===== src/rtl/ce_period_monitor.sv =====
// rtl/ce_period_monitor.sv - measures the interval between ce_in strobes, flags early/lost ticks, reports lock
// Optional min/max period statistics are enabled by defining CE_MON_STATS_EN.
module ce_period_monitor #(
    parameter int FCLK     = 50000000,
    parameter int FTICK    = 1000,
    parameter int TOL      = 16,
    parameter int W        = 16,
    parameter int LOCK_CNT = 4
) (
    input  logic         clk,
    input  logic         rst,
    input  logic         ce_in,
    input  logic         clr,
    output logic [W-1:0] period,
    output logic         period_vld,
    output logic         err_early,
    output logic         err_lost,
    output logic         locked
`ifdef CE_MON_STATS_EN
    ,
    output logic [W-1:0] min_period,
    output logic [W-1:0] max_period
`endif
);

    localparam int EXP = FCLK / FTICK;
    localparam logic [W-1:0] LO_LIM = (EXP > TOL) ? W'(EXP - TOL) : '0;
    localparam logic [W-1:0] HI_LIM = W'(EXP + TOL);
    localparam int GW = $clog2(LOCK_CNT + 1);
    localparam logic [GW-1:0] GOOD_MAX = GW'(LOCK_CNT);

    typedef enum logic [1:0] {
        S_IDLE  = 2'd0,
        S_ARMED = 2'd1,
        S_LOST  = 2'd2
    } state_t;

    state_t        state_q, state_d;
    logic [W-1:0]  cnt_q, cnt_d;
    logic [W-1:0]  period_q, period_d;
    logic          vld_q, vld_d;
    logic          early_q, early_d;
    logic          lost_q, lost_d;
    logic [GW-1:0] good_q, good_d;
    logic          locked_q, locked_d;

    logic measure;
    logic timeout;
    logic too_early;

    // A tick on the timeout cycle is a normal measurement, so timeout requires !ce_in.
    assign measure   = (state_q == S_ARMED) && ce_in;
    assign timeout   = (state_q == S_ARMED) && !ce_in && (cnt_q == HI_LIM);
    assign too_early = measure && (cnt_q < LO_LIM);

    always_ff @(posedge clk or posedge rst) begin
        if (rst) begin
            state_q <= S_IDLE;
        end else begin
            state_q <= state_d;
        end
    end

    always_comb begin
        state_d = state_q;
        unique case (state_q)
            S_IDLE:  if (ce_in) state_d = S_ARMED;
            S_ARMED: if (timeout) state_d = S_LOST;
            S_LOST:  if (ce_in) state_d = S_ARMED;
            default: state_d = S_IDLE;
        endcase
    end

    always_comb begin
        cnt_d    = ce_in ? W'(1) : ((cnt_q == '1) ? cnt_q : cnt_q + 1'b1);
        period_d = measure ? cnt_q : period_q;
        vld_d    = measure;
        early_d  = too_early | (early_q & ~clr);
        lost_d   = timeout | (lost_q & ~clr);
        good_d   = good_q;
        if (too_early || timeout) begin
            good_d = '0;
        end else if (measure && (good_q != GOOD_MAX)) begin
            good_d = good_q + 1'b1;
        end
        locked_d = (good_d == GOOD_MAX);
    end

    always_ff @(posedge clk or posedge rst) begin
        if (rst) begin
            cnt_q    <= '0;
            period_q <= '0;
            vld_q    <= 1'b0;
            early_q  <= 1'b0;
            lost_q   <= 1'b0;
            good_q   <= '0;
            locked_q <= 1'b0;
        end else begin
            cnt_q    <= cnt_d;
            period_q <= period_d;
            vld_q    <= vld_d;
            early_q  <= early_d;
            lost_q   <= lost_d;
            good_q   <= good_d;
            locked_q <= locked_d;
        end
    end

    assign period     = period_q;
    assign period_vld = vld_q;
    assign err_early  = early_q;
    assign err_lost   = lost_q;
    assign locked     = locked_q;

`ifdef CE_MON_STATS_EN
    logic [W-1:0] min_q, min_d;
    logic [W-1:0] max_q, max_d;

    // clr restarts the extremes first, so a simultaneous measurement becomes both min and max.
    always_comb begin
        min_d = clr ? '1 : min_q;
        max_d = clr ? '0 : max_q;
        if (measure) begin
            if (cnt_q < min_d) min_d = cnt_q;
            if (cnt_q > max_d) max_d = cnt_q;
        end
    end

    always_ff @(posedge clk or posedge rst) begin
        if (rst) begin
            min_q <= '1;
            max_q <= '0;
        end else begin
            min_q <= min_d;
            max_q <= max_d;
        end
    end

    assign min_period = min_q;
    assign max_period = max_q;
`endif

endmodule


===== config.mk =====
export PLATFORM = sky130hd
export DESIGN_NAME = ce_period_monitor
export DESIGN_NICKNAME = d
export VERILOG_FILES = /design/src/rtl/ce_period_monitor.sv
export SDC_FILE = /design/constraint.sdc
export NUM_CORES = 1
export LEC_CHECK = 0
export ABC_AREA = 1
export CORE_MARGIN = 2
export CORE_UTILIZATION = 40
export DETAILED_ROUTE_END_ITERATION = 12
export PLACE_DENSITY = 0.63
export SETUP_SLACK_MARGIN = 0.15
export SYNTH_ARGS = -nofsm -noshare
export SYNTH_HDL_FRONTEND = slang
export SYNTH_SLANG_ARGS = --single-unit

===== constraint.sdc =====
create_clock -name clk -period 3.1 [get_ports clk]
set_input_delay 0.93 -clock clk [delete_from_list [all_inputs] [get_ports clk]]
set_output_delay 0.93 -clock clk [all_outputs]
set_load 0.01 [all_outputs]

# Word-level counts from Yosys, hierarchy flattened
# Cells that the tools add are included.
dict set report classes {
  addsub 2
  order_cmp 1
  eq_ne 9
  n_mux 7
  n_bitwise 5
  reduce_logical 10
}
# operator n
set ops {}
lappend ops {{16-bit == test, second input constant} 2}
lappend ops {{16-bit two-way mux} 2}
lappend ops {{16-bit by 1-bit adder with 16-bit output, second input constant} 1}
lappend ops {{16-bit < comparator, second input constant} 1}
lappend ops {{3-bit two-way mux} 2}
lappend ops {{1-bit logical AND} 5}
lappend ops {{2-bit two-way mux} 2}
lappend ops {{2-bit != test, second input constant} 2}
lappend ops {{2-bit case mux with 2 select lines} 1}
lappend ops {{3-bit by 1-bit adder with 3-bit output, second input constant} 1}
lappend ops {{3-bit == test, second input constant} 1}
lappend ops {{3-bit != test, second input constant} 1}
lappend ops {{1-bit AND} 2}
lappend ops {{2-bit by 1-bit == test with 1-bit output, second input constant} 1}
lappend ops {{2-bit == test, second input constant} 1}
lappend ops {{2-bit zero test} 1}
lappend ops {{2-bit by 1-bit != test with 1-bit output, second input constant} 1}
lappend ops {{1-bit OR} 2}
lappend ops {{2-bit AND reduction} 1}
lappend ops {{2-bit OR reduction} 1}
lappend ops {{1-bit zero test} 1}
lappend ops {{1-bit logical OR} 1}
lappend ops {{1-bit inverter} 1}
dict set report totals {
  ff_bits 41
  input_bits 4
  out_inout_bits 20
  word_cells 42
}

# Longest topological paths before layout
# Gate-level depths: netlist of run 1.
dict set report logic_depth {
  word_depth 6
  mapped_depth 9
  depth_no_buf 9
}

# Least setup slack after synthesis of run 1
# No wires, ideal clock.
dict set report synth_path {
  path_type {input to register}
  startpoint {in ce_in}
  endpoint {reg locked_q, in the netlist locked}
  setup_time_ns 0.072
  arrival_ns 1.524
  required_time_ns 3.028
  setup_slack_ns 1.505
  stages 7
  path_buffers 0
  cell_sequence {inv_4 > nand3_1 > nor2_1 > nand2_1 > nand3_1 > nand2_1 > nor2_1}
}
dict set report synth_via {
  elab_chain_cells 6
  elab_cells_between_ends 10
  cone_classes {eq/ne: 1; mux: 2; reduce/logical: 7}
}
# item line
set synth_rtl {}
lappend synth_rtl {{start: declaration} 12} ;# input logic ce_in,
lappend synth_rtl {{1-bit zero test} 53} ;# assign timeout = (state_q == S_ARMED) && !ce_in && (cnt_q == HI_LIM);
lappend synth_rtl {{1-bit logical AND (2 in series)} 53}
lappend synth_rtl {{1-bit logical OR} 81} ;# if (too_early || timeout) begin
lappend synth_rtl {{3-bit two-way mux (*)} 81}
lappend synth_rtl {{3-bit == test (*)} 86} ;# locked_d = (good_d == GOOD_MAX);
lappend synth_rtl {{via locked_d} 45} ;# logic locked_q, locked_d;
lappend synth_rtl {{end signal: assignment} 105} ;# locked_q <= locked_d;
lappend synth_rtl {{end: declaration} 45}
# Mark *: on every way through the listed nets, which the timed path passes. The rest lies on a longest branch.
# A chain may end at the register's enable or synchronous reset.

# Final worst setup path of run 1
# Same ends and word-level chain as after synthesis.

==> flow_metrics.py, run 1 <==
metrics = {
    "grt": {
        "antenna_found_initial": 0,
        "grtUsageTotal_pct": 16.55,
        "overflow": 0,
        "grt_start_max_net_pins": 42,
        "grt_pass1_vias": 1627,
        "grt_pass1_wl_mm": 7.679,
    },
    "logic_synthesis": {
        "synth_edf_count": 0,
        "synth_top_area_share_pct": 49.52,
        "avgSynthCellArea_um2": 8.094,
        "synthesis.nets": 264,
        "async_reset_ff_share_pct": 100.0,
        "yosysTopAreaCell": "dfrtp_1",
        "ys_ff_latch": 41,
        "synth_commonest_cells": "nand2_1, dfrtp_1, inv_1, nand3_1, o21ai_0",
        "synth.top_cells.by_area": "dfrtp_1, nand2_1, nand3_1",
        "ys_types": 24,
        "synthCells": 256,
        "yosysMostFrequentCell": "nand2_1",
        "yosysSeqAreaShare_pct": 49.52,
        "syn_area_um2": 2072,
        "synthFlopType": "dfrtp_1",
        "yosys_warnings": 0,
    },
    "sta": {
        "hold_viol": 0,
        "tns_ns": 0,
        "fmax_mhz": 451.1,
        "period_share_pct": 71.50,
        "grt_setup_unrepaired": "no",
        "finalCriticalPeriod_ns": 2.217,
        "finalSetupViolCount": 0,
        "slew_viol_final": 0,
        "relSlewSlack_pct": 65.73,
        "fin_hold_ws_ns": 0.4824,
        "skew_ns": 0.006698,
        "tightest_slew_ns": 0.5140,
    },
    "power_and_ir_drop": {
        "comb_power_share_pct": 13.9,
        "ir_worst_vdd_v": 0.0001627,
        "power.internal_uw": 796.6,
        "power.density_nw_per_um2": 435.4,
        "seq_power_share_pct": 54.2,
        "power_frac_clock_pct": 31.9,
        "switching_share_pct": 25.78,
        "p_sw_uw": 276.7,
        "p_leak_uw": 0.001240,
    },
    "clocking": {
        "postCtsSetupBuffers": 0,
        "cts_max_level": 2,
        "cts_hold_buf": 0,
        "cts_resized": 0,
        "cts_tree": "yes",
        "clock_path_buffers": 2,
        "cts_buffers": 5,
        "cts_sinks": 41,
        "clk_latency_ns": 0.29,
        "ctsRootBufferMaster": "clkbuf_8",
        "path_clk_slew_ns": 0.07,
    },
    "worst_setup_path": {
        "cp-end-kind": "flip-flop",
        "cp_max_fo": 19,
        "cp.arrival_ns": 2.44,
        "cp-start-kind": "primary input",
        "r2r_setup_slack_ns": 1.35,
        "path_class": "in -> reg",
        "required_ns": 3.32,
    },
    "drt": {
        "drc": 0,
        "firstDrtPassIters": 4,
        "detail_route.vias_per_cell": 4.833,
        "drtAntennaViolNets": 0,
        "drt-initial-drc-count": 133,
        "post_drt_wl_per_cell_um": 12.25,
        "wl_mm": 4.326,
        "vias": 1706,
    },
    "layout": {
        "nets": 291,
        "instances_no_fill": 353,
        "num_antenna_cells": 0,
        "area_growth_pct": 18.96,
        "drive_above_1_share_pct": 8.481,
    },
    "placement": {
        "gp_congestion": 0.8517,
        "io_buffers": 23,
        "place_inst": 346,
        "hpwlAfterDp_mm": 3.227,
    },
    "run": {
        "cap_violations": 0,
    },
    "die": {
        "rows": 26,
        "core_um2": 5042,
        "die_area_um2": 5771,
        "fp.dieW_um": 75.97,
        "io_pins": 24,
        "initial_core_util_pct": 41.09,
        "fp.dieH_um": 75.97,
    },
    "min_path": {
        "min_path_type": "reg -> reg",
    },
    "status": {
        "status": "finished clean",
    },
}
==> cell families (layout without fill, tap and decap cells) <==
kind of cell / count (synthesis) / in the layout / synth area share, %
fa+ha+maj: 4 / 4 / 2.416
flops: 41 / 41 / 49.52
simple gates: 142 / 142 / 32.73
xor+xnor: 2 / 2 / 0.8456
compound gates: 25 / 25 / 6.401
buf+inv: 42 / 69 / 8.092
==> routing by layer <==
metal | wire (um) | GRT usage [%] | part of all wire, %
met5 | 0 | 0 | 0
met4 | 70 | 6.000 | 1.6
met3 | 131 | 3.081 | 3.0
met2 | 1976 | 27.23 | 46
met1 | 2147 | 21.96 | 50
==> path summary, 6_finish.rpt <==
check                                        from                      to  cells after the start
min reg2reg                period[15]$_DFFE_PP0P_  period[15]$_DFFE_PP0P_                      2
max                                         ce_in        locked$_DFF_PP0_                      8
max reg2reg                  cnt_q[0]$_DFFE_PP0P_    cnt_q[0]$_DFFE_PP0P_                      8
min                        period[15]$_DFFE_PP0P_  period[15]$_DFFE_PP0P_                      2
max in group asynchronous                     rst  period[10]$_DFFE_PP0P_                      3
min in group asynchronous                     rst     good_q[2]$_DFF_PP0_                      3
==> stage by stage <==
step | util, % | instance area (um2) | worst slack, ns | total power [uW]
after floorplan | - | 2072 | 1.224 | 685.9
after global placement | 47.17 | 2379 | 0.6266 | 740.5
after detailed placement | 47.17 | 2379 | 0.5706 | 743.3
after CTS | 48.88 | 2465 | 0.8709 | 1089
after global routing | 48.88 | 2465 | 0.7102 | 1136
final | 48.88 | 2465 | 0.8834 | 1073
==> final cells by class <==
class                      instances  area (um2)
multi-input combinational        173       878.3
timing repair buffer              25       245.2
inverter                          37       141.4
sequential                        41        1026
clock buffer                       7       86.33
fill                             512        2577
tap                               70       87.58
==> registers in the layout, summed over array words and instances (netlist names) <==
register	cells
period_vld	1
err_lost	1
cnt_q	16
period	16
err_early	1
locked	1
state_q	2
good_q	3
==> critical path, cell delays in order <==
cell	delay [ns]
clkdlybuf4s50_1	0.58
inv_4	0.28
nand3_1	0.11
nor2_1	0.11
nand2_1	0.13
nand3_1	0.14
nand2_1	0.06
nor2_1	0.09
==> placed cells by master (no fill, tap or decap) <==
master,count
nand4_4,1
nand3_1,30
inv_4,1
clkbuf_1,1
nand2_2,3
dfrtp_1,41
o31ai_1,3
nand4_2,1
clkdlybuf4s50_1,23
o21ai_0,20
inv_2,1
inv_1,35
clkbuf_8,6
nor3_1,5
nand2_1,68
buf_4,2
xor2_1,2
nor2_2,1
nand4_1,6
nor2_4,3
or2_2,1
ha_1,4
nor3_2,4
nor2_1,19
a21oi_1,2
==> power groups by stage <==
stage          sequential (uW)  combinational [uW]  clock [uW]
2_1_floorplan              593                92.5           0
3_3_place_gp               590                 150           0
3_5_place_dp               591                 152           0
4_1_cts                    581                 153         355
5_1_grt                    585                 173         378
6_report                   581                 150         342
Note: power is estimated with default switching activity, not from simulation.
==> run 2: changes to the inputs <==
clock period = 2.3 ns   (was 3.1 ns; I/O delays follow)
==> run 2 against run 1 <==
Net effect: setup slack got worse by 0.46 ns; largest power group unchanged; cell count rose by 0.85%; clock skew grew 0.0010 ns.
==> flow_metrics.py, run 2 (synthesized netlist as in run 1, its figures left out) <==
metrics = {
    "status": {
        "status": "finished clean",
    },
    "worst_setup_path": {
        "worst_path_max_delay_cell": "clkdlybuf4s50_1",
        "r2r_end": "cnt_q[0]$_DFFE_PP0P_",
        "reg2reg_from": "cnt_q[0]$_DFFE_PP0P_",
        "crit_path_cell_trace": "clkdlybuf4s50_1",
        "critPathMaxStageDelay_ns": 0.55,
        "cp-end-kind": "primary output",
        "cp-start-kind": "flip-flop",
        "cp.arrival_ns": 1.19,
        "required_ns": 1.61,
        "path_buf_inv": 1,
        "r2r_setup_slack_ns": 0.56,
        "r2r_cells": 8,
        "crit_family": "buffers and inverters",
        "path_class": "reg -> out",
        "cp_max_fo": 2,
    },
    "layout": {
        "num_antenna_cells": 0,
        "area_growth_pct": 20.05,
        "layout.cells.most_common_list": "nand2_1, dfrtp_1, inv_1, nand3_1, clkdlybuf4s50_1",
        "nets": 294,
        "final_common_cell": "nand2_1",
        "multiInputGateArea_um2": 878.3,
        "fill_cells": 505,
        "ff_latch_area_um2": 1026,
        "drive_above_1_share_pct": 9.441,
    },
    "clocking": {
        "path_clk_slew_ns": 0.07,
        "cts_tree": "yes",
        "clk_latency_ns": 0.29,
        "cts_max_level": 2,
        "cts_hold_buf": 0,
        "cts_buffers": 5,
        "cts_sinks": 41,
        "postCtsSetupBuffers": 0,
        "clock_path_buffers": 2,
        "ctsRootBufferMaster": "clkbuf_8",
        "cts_resized": 0,
    },
    "drt": {
        "drtAntennaViolNets": 0,
        "detail_route.vias_per_cell": 4.792,
        "post_drt_wl_per_cell_um": 12.01,
        "wl_mm": 4.277,
        "vias": 1706,
        "drc": 0,
        "firstDrtPassIters": 4,
        "drt-initial-drc-count": 150,
    },
    "power_and_ir_drop": {
        "p_leak_uw": 0.001255,
        "p_sw_uw": 377.2,
        "power_frac_clock_pct": 32.1,
        "comb_power_share_pct": 14.0,
        "power.internal_uw": 1077,
        "power.density_nw_per_um2": 584.7,
        "ir_worst_vdd_v": 0.0002660,
        "seq_power_share_pct": 53.9,
        "switching_share_pct": 25.94,
    },
    "sta": {
        "finalCriticalPeriod_ns": 1.877,
        "hold_viol": 0,
        "skew_ns": 0.007715,
        "tightest_slew_ns": 0.5196,
        "fmax_mhz": 532.7,
        "grt_setup_unrepaired": "no",
        "relSlewSlack_pct": 65.36,
        "fin_hold_ws_ns": 0.4820,
        "period_share_pct": 81.62,
        "finalSetupViolCount": 0,
        "slew_viol_final": 0,
        "tns_ns": 0,
    },
    "min_path": {
        "min_from": "period[15]$_DFFE_PP0P_",
        "hold_end": "period[15]$_DFFE_PP0P_",
        "min_path_type": "reg -> reg",
        "worstHoldPathCells": 2,
    },
    "grt": {
        "grtUsageTotal_pct": 16.21,
        "antenna_found_initial": 0,
        "grt_start_max_net_pins": 42,
        "overflow": 0,
        "grt_pass1_vias": 1599,
        "grt_pass1_wl_mm": 7.527,
    },
    "placement": {
        "gp_congestion": 0.8202,
        "io_buffers": 23,
        "hpwlAfterDp_mm": 3.159,
    },
    "die": {
        "rows": 26,
        "core_um2": 5042,
        "die_area_um2": 5771,
        "fp.dieH_um": 75.97,
        "fp.dieW_um": 75.97,
        "initial_core_util_pct": 41.09,
        "io_pins": 24,
    },
    "run": {
        "cap_violations": 0,
    },
}
## run 2: cell count changes in the layout (fill, tap and decap cells not counted)
| cell | before | now |
|---|---|---|
| buf_4 | 2 | 5 |
## run 2: worst max-delay path by stage
stage	to	from	cells past startpoint
global route	locked$_DFF_PP0_	ce_in	8
global placement	locked$_DFF_PP0_	ce_in	8
floorplan	cnt_q[0]$_DFFE_PP0P_	rst	1
finish	period[13]	period[13]$_DFFE_PP0P_	1
detailed placement	locked$_DFF_PP0_	ce_in	8
CTS	period[13]	period[13]$_DFFE_PP0P_	1
## run 2: power by group through the flow
stage	Clock [uW]	Combinational (uW)	Sequential, uW
floorplan	0	125	800
global placement	0	206	796
detailed placement	0	208	797
CTS	492	209	783
global route	519	237	789
finish	467	204	783
## run 2: final cells by class
| type | count | area share [%] |
|---|---|---|
| Tap cell | 70 | 3.521 |
| Inverter | 37 | 5.684 |
| Clock buffer | 7 | 3.471 |
| Sequential cell | 41 | 41.25 |
| Timing Repair Buffer | 28 | 10.76 |
| Multi-Input combinational cell | 173 | 35.31 |
## run 2: per-stage QoR
stage	cells	setup slack, ns	utilization, %	area, um2	total power, uW
after global placement	349	0.1877	47.62	2401	1003
after global routing	356	0.3070	49.33	2487	1545
after detailed placement	349	0.1347	47.62	2401	1005
after floorplan	256	0.6640	-	2072	924.5
final	356	0.4227	49.33	2487	1454
after CTS	356	0.4070	49.33	2487	1483
## run 2: worst reg2reg max path, delay by kind of cell (launching register included)
family | cells | cell delay (ns)
simple gates | 5 | 0.66
fa+ha+maj | 1 | 0.31
flops | 1 | 0.45
buf+inv | 1 | 0.06
compound gates | 1 | 0.15
## run 2: layer usage
metal  wire length [um]  track usage, %  up-vias
met5                  0               0        -
met4                 97           7.818        0
met3                123           2.844       10
met2               1988           25.89       36
met1               2068           21.50      782
li1                   -               -      878
==> run 3: changes to the inputs <==
PLACE_DENSITY = 0.66   (was 0.63)
clock period = 1.69 ns   (was 2.3 ns; I/O delays follow)
==> run 3 against run 2 <==
Net effect: setup slack got worse by 0.21 ns; clock-buffer cell count stayed put; die area unchanged; sequential cell count did not move; critical path type unchanged; largest cell class unchanged; largest power group unchanged.
==> flow_metrics.py, run 3 (synthesized netlist as in run 1, its figures left out) <==
metrics = {
    "drt": {
        "drt-initial-drc-count": 124,
        "vias": 1767,
        "drtAntennaViolNets": 0,
        "firstDrtPassIters": 4,
        "detail_route.vias_per_cell": 4.815,
        "drc": 0,
        "wl_mm": 4.410,
        "post_drt_wl_per_cell_um": 12.02,
    },
    "clocking": {
        "clock_path_buffers": 2,
        "postCtsSetupBuffers": 0,
        "cts_max_level": 2,
        "clk_latency_ns": 0.29,
        "cts_buffers": 5,
        "cts_hold_buf": 0,
        "cts_tree": "yes",
        "cts_sinks": 41,
        "path_clk_slew_ns": 0.08,
        "ctsRootBufferMaster": "clkbuf_8",
    },
    "worst_setup_path": {
        "cp_max_fo": 2,
        "cp-end-kind": "primary output",
        "critPathMaxStageDelay_ns": 0.39,
        "path_class": "reg -> out",
        "cp.arrival_ns": 0.97,
        "cp-start-kind": "flip-flop",
        "crit_path_cell_trace": "dlygate4sd2_1",
        "required_ns": 1.18,
        "worst_path_max_delay_cell": "dfrtp_1",
        "path_buf_inv": 1,
        "crit_family": "flip-flops",
    },
    "power_and_ir_drop": {
        "p_leak_uw": 0.001440,
        "power.density_nw_per_um2": 824.8,
        "ir_worst_vdd_v": 0.0003433,
    },
    "placement": {
        "hpwlAfterDp_mm": 3.357,
        "io_buffers": 23,
        "placed_area_um2": 2514,
        "gp_congestion": 0.8188,
    },
    "grt": {
        "overflow": 0,
        "grt_pass1_vias": 1735,
        "grtUsageTotal_pct": 17.48,
        "grt_pass1_wl_mm": 8.121,
        "grt_start_max_net_pins": 42,
        "antenna_found_initial": 0,
    },
    "die": {
        "fp.dieH_um": 75.97,
        "die_area_um2": 5771,
        "initial_core_util_pct": 41.09,
        "rows": 26,
        "io_pins": 24,
        "core_um2": 5042,
        "fp.dieW_um": 75.97,
    },
    "sta": {
        "tightest_slew_ns": 0.3411,
        "relSlewSlack_pct": 77.18,
        "finalCriticalPeriod_ns": 1.473,
        "tns_ns": 0,
        "slew_viol_final": 0,
        "finalSetupViolCount": 0,
        "grt_setup_unrepaired": "yes",
        "hold_viol": 0,
        "skew_ns": 0.005638,
        "fin_hold_ws_ns": 0.4793,
        "fmax_mhz": 678.7,
        "period_share_pct": 87.18,
    },
    "layout": {
        "num_antenna_cells": 0,
        "area_growth_pct": 27.23,
        "drive_above_1_share_pct": 14.14,
        "ff_latch_area_um2": 1026,
        "multiInputGateArea_um2": 910.9,
        "final_common_cell": "nand2_1",
        "layout.cells.most_common_list": "nand2_1, dfrtp_1, inv_1, nand3_1, dlygate4sd2_1",
        "nets": 304,
        "final_area_um2": 2636,
        "fill_cells": 487,
    },
    "run": {
        "cap_violations": 0,
    },
    "status": {
        "status": "finished clean",
    },
    "min_path": {
        "min_path_type": "reg -> reg",
    },
}
==> run 3: power by group <==
group / internal, uW / switching (uW)
Clock: 482 / 327
Sequential: 1030 / 35.3
Combinational: 122 / 179
==> run 3: layout make-up <==
cell class / instances / share of cell area (%)
Sequential cell: 41 / 38.92
Multi-Input combinational cell: 173 / 34.55
Timing Repair Buffer: 38 / 13.43
Inverter: 37 / 5.363
Tap cell: 70 / 3.322
Clock buffer: 7 / 3.275
Clock inverter: 1 / 1.139
==> run 3: metal layers <==
layer  part of all wire, %  up-vias  routed length (um)  track usage (%)
li1                      -      900                   -                -
met1                    47      830                2057            22.34
met2                    49       30                2157            29.38
met3                   2.8        7                 124            3.318
met4                   1.6        0                  71            7.091
met5                     0        -                   0                0
==> run 3: final timing paths <==
path	startpoint	slack, ns	to	cells after the start
worst min-delay path	period[6]$_DFFE_PP0P_	0.48	period[6]$_DFFE_PP0P_	2
min in group asynchronous	rst	0.56	period[15]$_DFFE_PP0P_	3
worst min register to register	period[6]$_DFFE_PP0P_	0.48	period[6]$_DFFE_PP0P_	2
worst max register to register	cnt_q[1]$_DFFE_PP0P_	0.23	cnt_q[8]$_DFFE_PP0P_	8
worst max-delay path	err_lost$_DFF_PP0_	0.22	err_lost	1
max in group asynchronous	rst	0.92	cnt_q[2]$_DFFE_PP0P_	3
==> run 3: timing repair <==
item,CTS,global route
pin swaps,0,1
endpoints found under the setup margin,25,10
gates resized for setup,21,9
hold endpoints to repair,0,0
==> run 3: through the flow <==
stage	setup slack, ns	total power (uW)	cells	utilization, %
global route	0.1464	2297	367	52.28
floorplan	0.2370	1258	256	-
global placement	-0.1852	1391	359	49.85
detailed placement	-0.2354	1398	359	49.85
CTS	0.1533	2186	367	51.64
finish	0.2166	2174	367	52.28
